<file path="src/rtl/spi_pkg.sv">
// Shared definitions for the SPI slave transmitter: FSM state encoding and default frame width.
package spi_pkg;

    localparam int DEFAULT_DATA_WIDTH = 16;

    typedef enum logic [1:0] {
        ST_IDLE   = 2'd0,
        ST_ARMED  = 2'd1,
        ST_SHIFT  = 2'd2,
        ST_FINISH = 2'd3
    } spi_state_e;

endpackage

</file>
<file path="src/rtl/sync_edge.sv">
// Purpose: brings one asynchronous level into clk_i and flags its rising/falling edges.
// Latency: SYNC_STAGES cycles to the synchronized level; edge flags are valid in that same cycle.
// Backpressure: none, free-running; edge flags are single-cycle pulses.
module sync_edge #(
    parameter int   SYNC_STAGES = 2,
    parameter logic RESET_VAL   = 1'b0
) (
    input  logic clk_i,
    input  logic rst_ni,
    input  logic async_i,
    output logic rise_o,
    output logic fall_o
);

    logic [SYNC_STAGES-1:0] sync_q;
    logic                   prev_q;
    logic                   level;

    always_ff @(posedge clk_i or negedge rst_ni) begin
        if (!rst_ni) begin
            sync_q <= {SYNC_STAGES{RESET_VAL}};
            prev_q <= RESET_VAL;
        end else begin
            sync_q <= {sync_q[SYNC_STAGES-2:0], async_i};
            prev_q <= sync_q[SYNC_STAGES-1];
        end
    end

    assign level  = sync_q[SYNC_STAGES-1];
    assign rise_o = level & ~prev_q;
    assign fall_o = ~level & prev_q;

endmodule

</file>
<file path="src/rtl/spi_slave_tx.sv">
// Purpose: SPI mode-0 slave that shifts one preloaded word out on MISO, MSB first, per chip-select frame.
// Latency: MISO updates SYNC_STAGES+1 clk_i cycles after an sclk falling edge; status pulses follow the synced cs edge by one cycle.
// Backpressure: tx_ready_o is high only in IDLE; one word is held until its frame completes or aborts.
module spi_slave_tx
    import spi_pkg::*;
#(
    parameter int DATA_WIDTH  = DEFAULT_DATA_WIDTH,
    parameter int SYNC_STAGES = 2
) (
    input  logic                  clk_i,
    input  logic                  rst_ni,
    input  logic                  cs_ni,
    input  logic                  sclk_i,
    output logic                  miso_o,
    output logic                  miso_oe_o,
    input  logic [DATA_WIDTH-1:0] tx_data_i,
    input  logic                  tx_valid_i,
    output logic                  tx_ready_o,
    output logic                  done_o,
    output logic                  abort_o,
    output logic                  underrun_o
);

    localparam int               CNT_W    = $clog2(DATA_WIDTH + 1);
    localparam logic [CNT_W-1:0] LAST_CNT = CNT_W'(DATA_WIDTH - 1);

    spi_state_e            state_q, state_d;
    logic [DATA_WIDTH-1:0] shreg_q, shreg_d;
    logic [CNT_W-1:0]      cnt_q, cnt_d;
    logic                  done_q, done_d;
    logic                  abort_q, abort_d;
    logic                  underrun_q, underrun_d;
    logic                  oe_q;
    logic                  cs_rise, cs_fall;
    logic                  sclk_rise, sclk_fall;
    logic                  last_rise;

    sync_edge #(
        .SYNC_STAGES (SYNC_STAGES),
        .RESET_VAL   (1'b1)
    ) u_cs_sync (
        .clk_i   (clk_i),
        .rst_ni  (rst_ni),
        .async_i (cs_ni),
        .rise_o  (cs_rise),
        .fall_o  (cs_fall)
    );

    sync_edge #(
        .SYNC_STAGES (SYNC_STAGES),
        .RESET_VAL   (1'b0)
    ) u_sclk_sync (
        .clk_i   (clk_i),
        .rst_ni  (rst_ni),
        .async_i (sclk_i),
        .rise_o  (sclk_rise),
        .fall_o  (sclk_fall)
    );

    // A rise that lands together with cs going high still completes the frame.
    assign last_rise = sclk_rise && (cnt_q == LAST_CNT);

    always_comb begin
        state_d    = state_q;
        shreg_d    = shreg_q;
        cnt_d      = cnt_q;
        done_d     = 1'b0;
        abort_d    = 1'b0;
        underrun_d = 1'b0;
        case (state_q)
            ST_IDLE: begin
                if (cs_fall) begin
                    shreg_d    = '0;
                    cnt_d      = '0;
                    underrun_d = 1'b1;
                    state_d    = ST_SHIFT;
                end else if (tx_valid_i) begin
                    shreg_d = tx_data_i;
                    state_d = ST_ARMED;
                end
            end
            ST_ARMED: begin
                if (cs_fall) begin
                    cnt_d   = '0;
                    state_d = ST_SHIFT;
                end
            end
            ST_SHIFT: begin
                if (sclk_fall) begin
                    shreg_d = {shreg_q[DATA_WIDTH-2:0], 1'b0};
                end
                if (sclk_rise) begin
                    cnt_d = cnt_q + CNT_W'(1);
                end
                if (cs_rise) begin
                    done_d  = last_rise;
                    abort_d = ~last_rise;
                    shreg_d = '0;
                    cnt_d   = '0;
                    state_d = ST_IDLE;
                end else if (last_rise) begin
                    state_d = ST_FINISH;
                end
            end
            ST_FINISH: begin
                if (cs_rise) begin
                    done_d  = 1'b1;
                    shreg_d = '0;
                    cnt_d   = '0;
                    state_d = ST_IDLE;
                end
            end
            default: begin
                state_d = ST_IDLE;
            end
        endcase
    end

    always_ff @(posedge clk_i or negedge rst_ni) begin
        if (!rst_ni) begin
            state_q    <= ST_IDLE;
            shreg_q    <= '0;
            cnt_q      <= '0;
            done_q     <= 1'b0;
            abort_q    <= 1'b0;
            underrun_q <= 1'b0;
            oe_q       <= 1'b0;
        end else begin
            state_q    <= state_d;
            shreg_q    <= shreg_d;
            cnt_q      <= cnt_d;
            done_q     <= done_d;
            abort_q    <= abort_d;
            underrun_q <= underrun_d;
            // Tracks the synchronized cs level, inverted.
            if (cs_fall) begin
                oe_q <= 1'b1;
            end else if (cs_rise) begin
                oe_q <= 1'b0;
            end
        end
    end

    assign tx_ready_o = (state_q == ST_IDLE);
    assign miso_oe_o  = oe_q;
    assign miso_o     = oe_q & shreg_q[DATA_WIDTH-1];
    assign done_o     = done_q;
    assign abort_o    = abort_q;
    assign underrun_o = underrun_q;

endmodule

</file>
<file path="config.mk">
export PLATFORM = sky130hd
export DESIGN_NAME = spi_slave_tx
export DESIGN_NICKNAME = d
export VERILOG_FILES = /design/src/rtl/spi_pkg.sv /design/src/rtl/sync_edge.sv /design/src/rtl/spi_slave_tx.sv
export SDC_FILE = /design/constraint.sdc
export NUM_CORES = 1
export LEC_CHECK = 0
export ABC_AREA = 1
export CORE_ASPECT_RATIO = 2
export CORE_MARGIN = 5
export CORE_UTILIZATION = 45
export DETAILED_ROUTE_END_ITERATION = 6
export PLACE_DENSITY = 0.65
export REMOVE_ABC_BUFFERS = 1
export SLEW_MARGIN = 20
export SYNTH_ARGS = -nofsm -noshare
export SYNTH_HDL_FRONTEND = slang
export SYNTH_SLANG_ARGS = --single-unit
</file>
<file path="constraint.sdc">
create_clock -name clk_i -period 2.2 [get_ports clk_i]
set_clock_uncertainty 0.15 [all_clocks]
set_input_delay 0.44 -clock clk_i [delete_from_list [all_inputs] [get_ports clk_i]]
set_output_delay 0.44 -clock clk_i [all_outputs]
set_load 0.02 [all_outputs]
</file>
=== Yosys cells after proc, flatten, opt, wreduce, memory -nomap -nowiden ===
Index checks and enable logic that the tools add are counted.

* Bits in registers: 33
* Bits of input ports: 21
* Output and inout bits: 6
* Word-level logic and storage cells: 68

* $add $sub $neg: 1
* Eq/ne operators: 11
* Muxes and demuxes: 27
* Bitwise operators: 10
* Reductions and logical operators: 8

{| class="wikitable"
|+ Operators by type and width
! cell !! count
|-
| $mux W16 || 5
|-
| $pmux W16 S3 || 1
|-
| $mux W5 || 4
|-
| $pmux W5 S3 || 1
|-
| $mux W2 || 6
|-
| $ne A3 B3 Y1 const B || 3
|-
| $mux W1 || 8
|-
| $pmux W2 S4 || 1
|-
| $reduce_and A4 Y1 || 2
|-
| $add A5 B1 Y5 const B || 1
|-
| $and A1 B1 Y1 || 5
|-
| $eq A5 B4 Y1 const B || 1
|-
| $not A1 Y1 || 5
|-
| $eq A2 B2 Y1 const B || 2
|-
| $ne A2 B2 Y1 const B || 2
|-
| $ne A3 B2 Y1 const B || 1
|-
| $reduce_and A3 Y1 || 1
|-
| $reduce_bool A3 Y1 || 1
|-
| $eq A2 B1 Y1 const B || 1
|-
| $logic_not A2 Y1 || 1
|-
| $ne A2 B1 Y1 const B || 1
|-
| $pmux W1 S2 || 1
|-
| $reduce_bool A2 Y1 || 1
|-
| $reduce_or A2 Y1 || 1
|-
| $logic_and A1 B1 Y1 || 1
|}

=== Logic depth before layout (Yosys ltp) ===
Gate-level depths: netlist of run 1.

* Word-level depth: 6
* Gate-level depth with buffers: 11
* Depth with buffers taken out: 10

=== Cells and area by module ===
A second synthesis of run 1 with hierarchy kept.

* Cell total of the unflattened synthesis: 218
* Area total of the unflattened synthesis: 1725.4 sq um

{| class="wikitable"
|+ Modules (own cells, without submodules)
! module !! times used !! cells an instance !! area an instance (sq um) !! seq. area each (sq um)
|-
| spi_slave_tx || 1 || 204 || 1541.5 || 675.6
|-
| sync_edge (u_cs_sync) || 1 || 7 || 93.8 || 78.8
|-
| sync_edge (u_sclk_sync) || 1 || 7 || 90.1 || 75.1
|}

=== Worst setup path before layout of run 1 ===
No wires, ideal clock.

* Path type: register to register
* From: reg state_q[0]
* To: reg shreg_q[15]
* Setup time: 0.116 ns
* Arrival: 1.482 ns
* Required time: 1.934 ns
* Setup slack: 0.452 ns
* Stages on the path, launching flop included: 12
* Path buffers: 1
* Clock period less this slack: 1.748 ns
* Path through: dfrtp_1 > inv_1 > ha_1 > inv_1 > nor2_1 > nand2_1 > nand2_4 > nor2_8 > inv_8 > buf_12 > nand2_2 > nand2_1

* Word-level cells in the longest chain between the ends: 3
* Elaborated cells between the ends (all ways): 9
* Classes of those cells: eq/ne: 5; mux: 1; reduce/logical: 3

{| class="wikitable"
|+ RTL lines
! what !! RTL line !! source
|-
| start, declared || spi_slave_tx.sv:27 || <nowiki>spi_state_e state_q, state_d;</nowiki>
|-
| start signal, assigned || spi_slave_tx.sv:129 || <nowiki>state_q <= state_d;</nowiki>
|-
| $logic_not A2 Y1 * || n/a ||
|-
| named net tx_ready_o || spi_slave_tx.sv:18 || <nowiki>output logic tx_ready_o,</nowiki>
|-
| $ne A3 B2 Y1 (no source line) / $reduce_bool A3 Y1 (equally long branches) || n/a ||
|-
| $reduce_and A4 Y1 (no source line) || n/a ||
|-
| end signal, assigned || spi_slave_tx.sv:130 || <nowiki>shreg_q <= shreg_d;</nowiki>
|-
| end, declared || spi_slave_tx.sv:28 || <nowiki>logic [DATA_WIDTH-1:0] shreg_q, shreg_d;</nowiki>
|}

The timed path passes the listed nets; every way through them passes the cells marked *.
A chain may end at the register's enable or synchronous reset.

=== Final worst setup path of run 1 ===
* From: reg state_q[0]
* To: out tx_ready_o

* Word-level cells in the longest chain between the ends: 1

{| class="wikitable"
|+ RTL lines
! what !! RTL line !! source
|-
| $logic_not A2 Y1 || spi_slave_tx.sv:144 || <nowiki>assign tx_ready_o = (state_q == ST_IDLE);</nowiki>
|-
| end, declared || spi_slave_tx.sv:18 ||
|}

No other way between the ends.

==> results.cfg, run 1 <==
[logic_synthesis]
ys_seq_elements = 33
synth_area_leaders = dfrtp_1 (42%), nand2_1 (21%), nand3_1 (6.7%)
ys_seq_area_frac = 0.4659
synth_area_sq_um = 1780
synthCells = 223
synth_area_per_cell_sq_um = 7.984
ys_warn_count = 0
synth_area_leader_cell = dfrtp_1
synth_top_area_frac = 0.4216
synth_cell_type_count = 23

[detailed_routing]
drt_iter0_markers = 21
ant_nets = 0
wl_per_cell_microns = 11.73
wl_microns = 3600
drc = 0
dr.pass1.iters = 2
via_count = 1461
avgViaCountPerCell = 4.759

[floorplan]
ioPinCount = 27
num_rows = 32
fp.dieW_microns = 54.48
initial_core_util = 0.4632
design.core.area_sq_um = 3844
chipHeight_microns = 98.96
die_area_sq_um = 5391

[timing]
tightest_slew_ps = 409.6
max_slew_margin = 0.7269
maxSlewViolCount = 0
tns_ps = 0
hold-worst-slack_ps = 201.5
fin_ws_ps = 202.6
fin_crit_sh = 0.9079
hold_violations = 0
fin_crit_ps = 1997
rsz0062_at_grt = no
setup_viol = 0
max_freq_ghz = 0.5006

[global_route]
grt_pass1_wl_microns = 6168
antenna_found_initial = 0
grt_pass1_vias = 1468
grt.total_usage = 0.1577
gr-total-overflow = 0
grt_max_degree = 34

[setup_path]
required_ps = 1610
startpoint_type = register
critical_path_class = reg2out
end_kind = output port
cp_max_fo = 5
arrival_ps = 1410

[cells_and_area]
final_layout_size_suffix_gt1_frac = 0.1406
final_core_util = 0.5654
syn2layout_area_growth_pct = 22.07
stdcell_area_sq_um = 2173
layout.nets = 284
final-instance-count-excl-fill = 307
antenna_cells = 0
filler_cell_count = 374

[place]
place_area_sq_um = 2092
dp_hpwl_microns = 2689
dp_cells = 299
place_ws_ps = 229.0
port-buffer-count = 26
gp_congestion = 0.8977

[clock_tree]
cts_tree = yes
postCtsSetupBuffers = 0
clkTransAtPathRegs_ps = 70
cts-root-buf = clkbuf_8
cts_hold_buf = 0
clkLatencyLatePin_ps = 290
cts_sinks = 33
cts_buffers = 5
cts_resized = 1
ctsHtreeMaxLevel = 2
cts.path.max_buffers = 2

[status]
status = finished, final reports clean

[flow_run]
maxCapViolations = 0

[pwr]
p_per_area_nw_per_um2 = 1236
p_leak_nw = 1.169
peakVddDrop_mv = 0.6670
power_mw = 2.686

[min_path]
hold_path.class = reg2reg
[area by class of cell]
type	count	area (sq um)	share of cell area
Sequential cell	33	829.5	0.3817
Multi-Input combinational cell	166	825.8	0.3800
Timing Repair Buffer	31	296.5	0.1364
Inverter	18	75.07	0.03454
Clock buffer	6	72.57	0.03339
Tap cell	51	63.81	0.02936
Clock inverter	2	10.01	0.004606
[metal layers]
metal | track usage | share of wire | vias up
li1 | - | - | 753
met2 | 0.2779 | 0.56 | 18
met3 | 0.04236 | 0.033 | 8
met5 | 0 | 0 | -
met4 | 0.07869 | 0.030 | 0
met1 | 0.1589 | 0.38 | 682
[worst max-delay path, stage by stage, from the launching register on]
cell and delay [ps]:
dfrtp_1 410, inv_1 100, ha_1 250, dlygate4sd2_1 360
[cells in the final DEF, fill, tap and decap left out, types with 2 or more instances in the layout]
cell type / n
nand2_1: 98
dfrtp_1: 30
clkdlybuf4s50_1: 25
nand3_1: 24
inv_1: 15
nand2_2: 11
nor2_1: 9
ha_1: 8
o21ai_0: 5
clkbuf_8: 5
buf_4: 5
nand2_4: 3
dfstp_2: 3
inv_2: 2
nor2_4: 2
clkinv_2: 2
[power breakdown]
group / switching [mW] / total [mW] / internal (mW)
Sequential: 0.112 / 0.898 / 0.786
Clock: 0.218 / 0.437 / 0.219
Combinational: 0.876 / 1.35 / 0.476
[cell families (layout without fill, tap and decap cells)]
family	count (synthesis)	count (layout)	synth area share
AOI/OAI and AO/OA	6	6	0.01827
adders and majority gates	8	8	0.05622
buffers and inverters	24	57	0.07027
DFF	33	33	0.4659
and+or+nand+nor	152	152	0.3893
[flip-flops by register name (all words and copies together), names as in the netlist]
| name | count |
|---|---|
| u_cs_sync.sync_q | 2 |
| abort_o | 1 |
| underrun_o | 1 |
| u_sclk_sync.prev_q | 1 |
| done_o | 1 |
| u_sclk_sync.sync_q | 2 |
| shreg_q | 16 |
| miso_oe_o | 1 |
| state_q | 2 |
| cnt_q | 5 |
| u_cs_sync.prev_q | 1 |
[path summary, 6_finish.rpt]
kind	startpoint	to	slack, ps	cells past startpoint
setup / recovery	state_q[0]$_DFFE_PN0P_	tx_ready_o	200	3
hold / removal	u_sclk_sync.sync_q[0]$_DFF_PN0_	u_sclk_sync.sync_q[1]$_DFF_PN0_	200	0
setup reg to reg	u_cs_sync.sync_q[1]$_DFF_PN1_	shreg_q[3]$_DFFE_PN0P_	300	8
hold reg to reg	u_sclk_sync.sync_q[0]$_DFF_PN0_	u_sclk_sync.sync_q[1]$_DFF_PN0_	200	0
max in group asynchronous	rst_ni	u_cs_sync.sync_q[1]$_DFF_PN1_	1170	2
min in group asynchronous	rst_ni	cnt_q[2]$_DFFE_PN0P_	400	2
[cells in the mapped netlist]
library cell / count
inv_8: 1
dfstp_2: 3
buf_6: 1
buf_12: 1
nand4_1: 1
nand2_2: 11
and3_1: 1
nor2_4: 2
o31ai_1: 1
nand3b_1: 1
or2_2: 1
nor2_1: 9
nand2_1: 98
ha_1: 8
inv_2: 2
buf_2: 3
buf_1: 1
nand2_4: 3
nand3_1: 24
dfrtp_1: 30
o21ai_0: 5
inv_1: 15
nor2_8: 1
(Power assumes the default switching activity.)
==> run 2, diff against run 1 <==
Settings changed: ABC_AREA 1 to default, PLACE_DENSITY 0.65 to 0.75, TNS_END_PERCENT from default to 10.
==> run 2 against run 1 <==
- synthesized cell count shrank 40%
- sequential share of layout area grew 1.9 points
- worst hold slack gained 1.8 ps
- critical path depth grew 4
- die area shrank 7.0%
- sequential cell count is the same
- wire length shrank 7.6%
- first-iteration DRC count grew 9.5%
- combinational power is essentially flat
- global-route usage shrank 0.45 points
- core utilization grew 1.5 points
- critical path type is now reg2reg
- critical endpoint is now shreg_q[1]$_DFFE_PN0P_
- largest cell class unchanged
- highest routed layer unchanged
==> results.cfg, run 2 <==
[floorplan]
initial_core_util = 0.4583
design.core.area_sq_um = 3568
die_area_sq_um = 5013
num_rows = 31
ioPinCount = 27
chipHeight_microns = 95.25
fp.dieW_microns = 52.63

[logic_synthesis]
synth_cell_type_count = 35
async_flop_share = 1.000
synth_edf_count = 0
ys_seq_elements = 33
ys_warn_count = 0
synth-main-ff-cell = dfrtp_1
yosysMostFrequentCell = dfrtp_1
synthCells = 133
synth_common_cells = dfrtp_1 (30), a22o_1 (14), inv_1 (11)
synth_top_area_frac = 0.4591
synth_area_sq_um = 1635
ys_seq_area_frac = 0.5073
synth_area_leaders = dfrtp_1 (46%), mux2_4 (8.3%), a22o_1 (7.5%)
synth_area_per_cell_sq_um = 12.30
synth_area_leader_cell = dfrtp_1

[min_path]
hold_path.class = reg2reg

[timing]
fin_ws_ps = 86.53
hold_violations = 0
fin_crit_sh = 0.9607
maxSlewViolCount = 0
rsz0062_at_grt = no
max_slew_margin = 0.7316
setup_viol = 0
fin_crit_ps = 2113
hold-worst-slack_ps = 203.3
tns_ps = 0
tightest_slew_ps = 402.6
max_freq_ghz = 0.4732

[detailed_routing]
avgViaCountPerCell = 5.257
drc = 0
dr.pass1.iters = 4
wl_per_cell_microns = 15.26
drt_iter0_markers = 23
via_count = 1146
ant_nets = 0
wl_microns = 3327

[pwr]
peakVddDrop_mv = 0.6596
p_per_area_nw_per_um2 = 1308
p_leak_nw = 0.9808

[cells_and_area]
antenna_cells = 0
stdcell_area_sq_um = 2072
largest_reg_flops = 16
layout.nets = 197
layout.cells.most_common_list = dfrtp_1 (30), clkdlybuf4s50_1 (25), a22o_1 (14), inv_1 (11), mux2_4 (9)
syn2layout_area_growth_pct = 26.70
mostFrequentLayoutCell = dfrtp_1
filler_cell_count = 306
largest_register = shreg_q
final_layout_size_suffix_gt1_frac = 0.1657
seq_area_sq_um = 829.5
final_core_util = 0.5806
multi_input_area_sq_um = 725.7
largestRegisters = shreg_q x16, cnt_q x5

[setup_path]
startpoint_type = register
cp_max_fo = 16
required_ps = 2210
end_kind = register
arrival_ps = 2120
critical_path_class = reg2reg

[clock_tree]
cts.path.max_buffers = 2
cts_buffers = 5
cts_tree = yes
cts-root-buf = clkbuf_8
clkLatencyLatePin_ps = 280
clkTransAtPathRegs_ps = 60
postCtsSetupBuffers = 0
cts_sinks = 33
ctsHtreeMaxLevel = 2

[place]
place_area_sq_um = 1981
dp_hpwl_microns = 2487
gp_congestion = 0.8633
place_ws_ps = 87.68
port-buffer-count = 26

[global_route]
grt.total_usage = 0.1532
grt_pass1_vias = 1260
grt_pass1_wl_microns = 5582
gr-total-overflow = 0
antenna_found_initial = 0
grt_max_degree = 34

[flow_run]
maxCapViolations = 0

[status]
status = finished, final reports clean
[run 2: cell types whose count changed in the layout (fill, tap and decap cells not counted), moves of 6 or more]
cell / before / now
nand3_1: 24 / 1
a22o_1: 0 / 14
nand2_2: 11 / 0
nand2_1: 98 / 3
nor2_1: 9 / 3
mux2_1: 0 / 7
mux2_4: 0 / 9
[run 2: kinds of logic after synthesis]
| group | Yosys count | share of synthesized area |
|---|---|---|
| buffers and inverters | 16 | 0.05049 |
| AO/OA/AOI/OAI | 36 | 0.1576 |
| adder cells (fa/ha/maj) | 8 | 0.06121 |
| AND/OR/NAND/NOR | 22 | 0.07957 |
| multiplexers | 18 | 0.1438 |
| flip-flops | 33 | 0.5073 |
[run 2: path summary, 6_finish.rpt]
path	startpoint	to	slack [ps]	depth (start not counted)
max	u_cs_sync.prev_q$_DFF_PN1_	shreg_q[1]$_DFFE_PN0P_	90	7
min in group asynchronous	rst_ni	state_q[1]$_DFFE_PN0P_	410	2
max reg2reg	u_cs_sync.prev_q$_DFF_PN1_	shreg_q[1]$_DFFE_PN0P_	90	7
max in group asynchronous	rst_ni	u_cs_sync.sync_q[0]$_DFF_PN1_	1160	2
min	u_sclk_sync.sync_q[0]$_DFF_PN0_	u_sclk_sync.sync_q[1]$_DFF_PN0_	200	0
min reg2reg	u_sclk_sync.sync_q[0]$_DFF_PN0_	u_sclk_sync.sync_q[1]$_DFF_PN0_	200	0
[run 2: power by group]
part / internal [mW] / switching, mW
clock network: 0.255 / 0.202
logic: 0.738 / 0.632
registers: 0.782 / 0.100
total: 1.78 / 0.935
[run 2: critical path, stage by stage, from the launching register on]
cell and delay [ps]:
dfstp_2 530, inv_1 40, ha_1 210, or2b_1 290
o311ai_1 90, a21o_1 170, buf_12 170, mux2_1 350
[run 2: through the flow]
step | instances | total power, mW
floorplan | 128 | 1.822
global placement | 210 | 2.180
detailed placement | 210 | 2.275
CTS | 218 | 2.733
global route | 218 | 2.884
finish | 218 | 2.710
[run 2: area by class of cell]
| cell class | instances | area share |
|---|---|---|
| sequential | 33 | 0.4004 |
| multi-input combinational | 84 | 0.3502 |
| timing repair buffer | 33 | 0.1564 |
| clock buffer | 8 | 0.04348 |
| tap | 49 | 0.02959 |
| inverter | 11 | 0.01993 |
[run 2: per-layer routing]
metal / global-route usage / up-vias / wire (microns)
met4: 0.06610 / 0 / 48
met5: 0 / - / 0
met2: 0.2801 / 28 / 1939
met3: 0.03912 / 5 / 126
li1: - / 546 / -
met1: 0.1574 / 567 / 1213
[run 2: what timing repair did]
item / 4_1_cts / 5_1_grt
endpoints found under the setup margin: 1 / 6
gates resized for setup: 1 / 1
hold buffers: 0 / 0
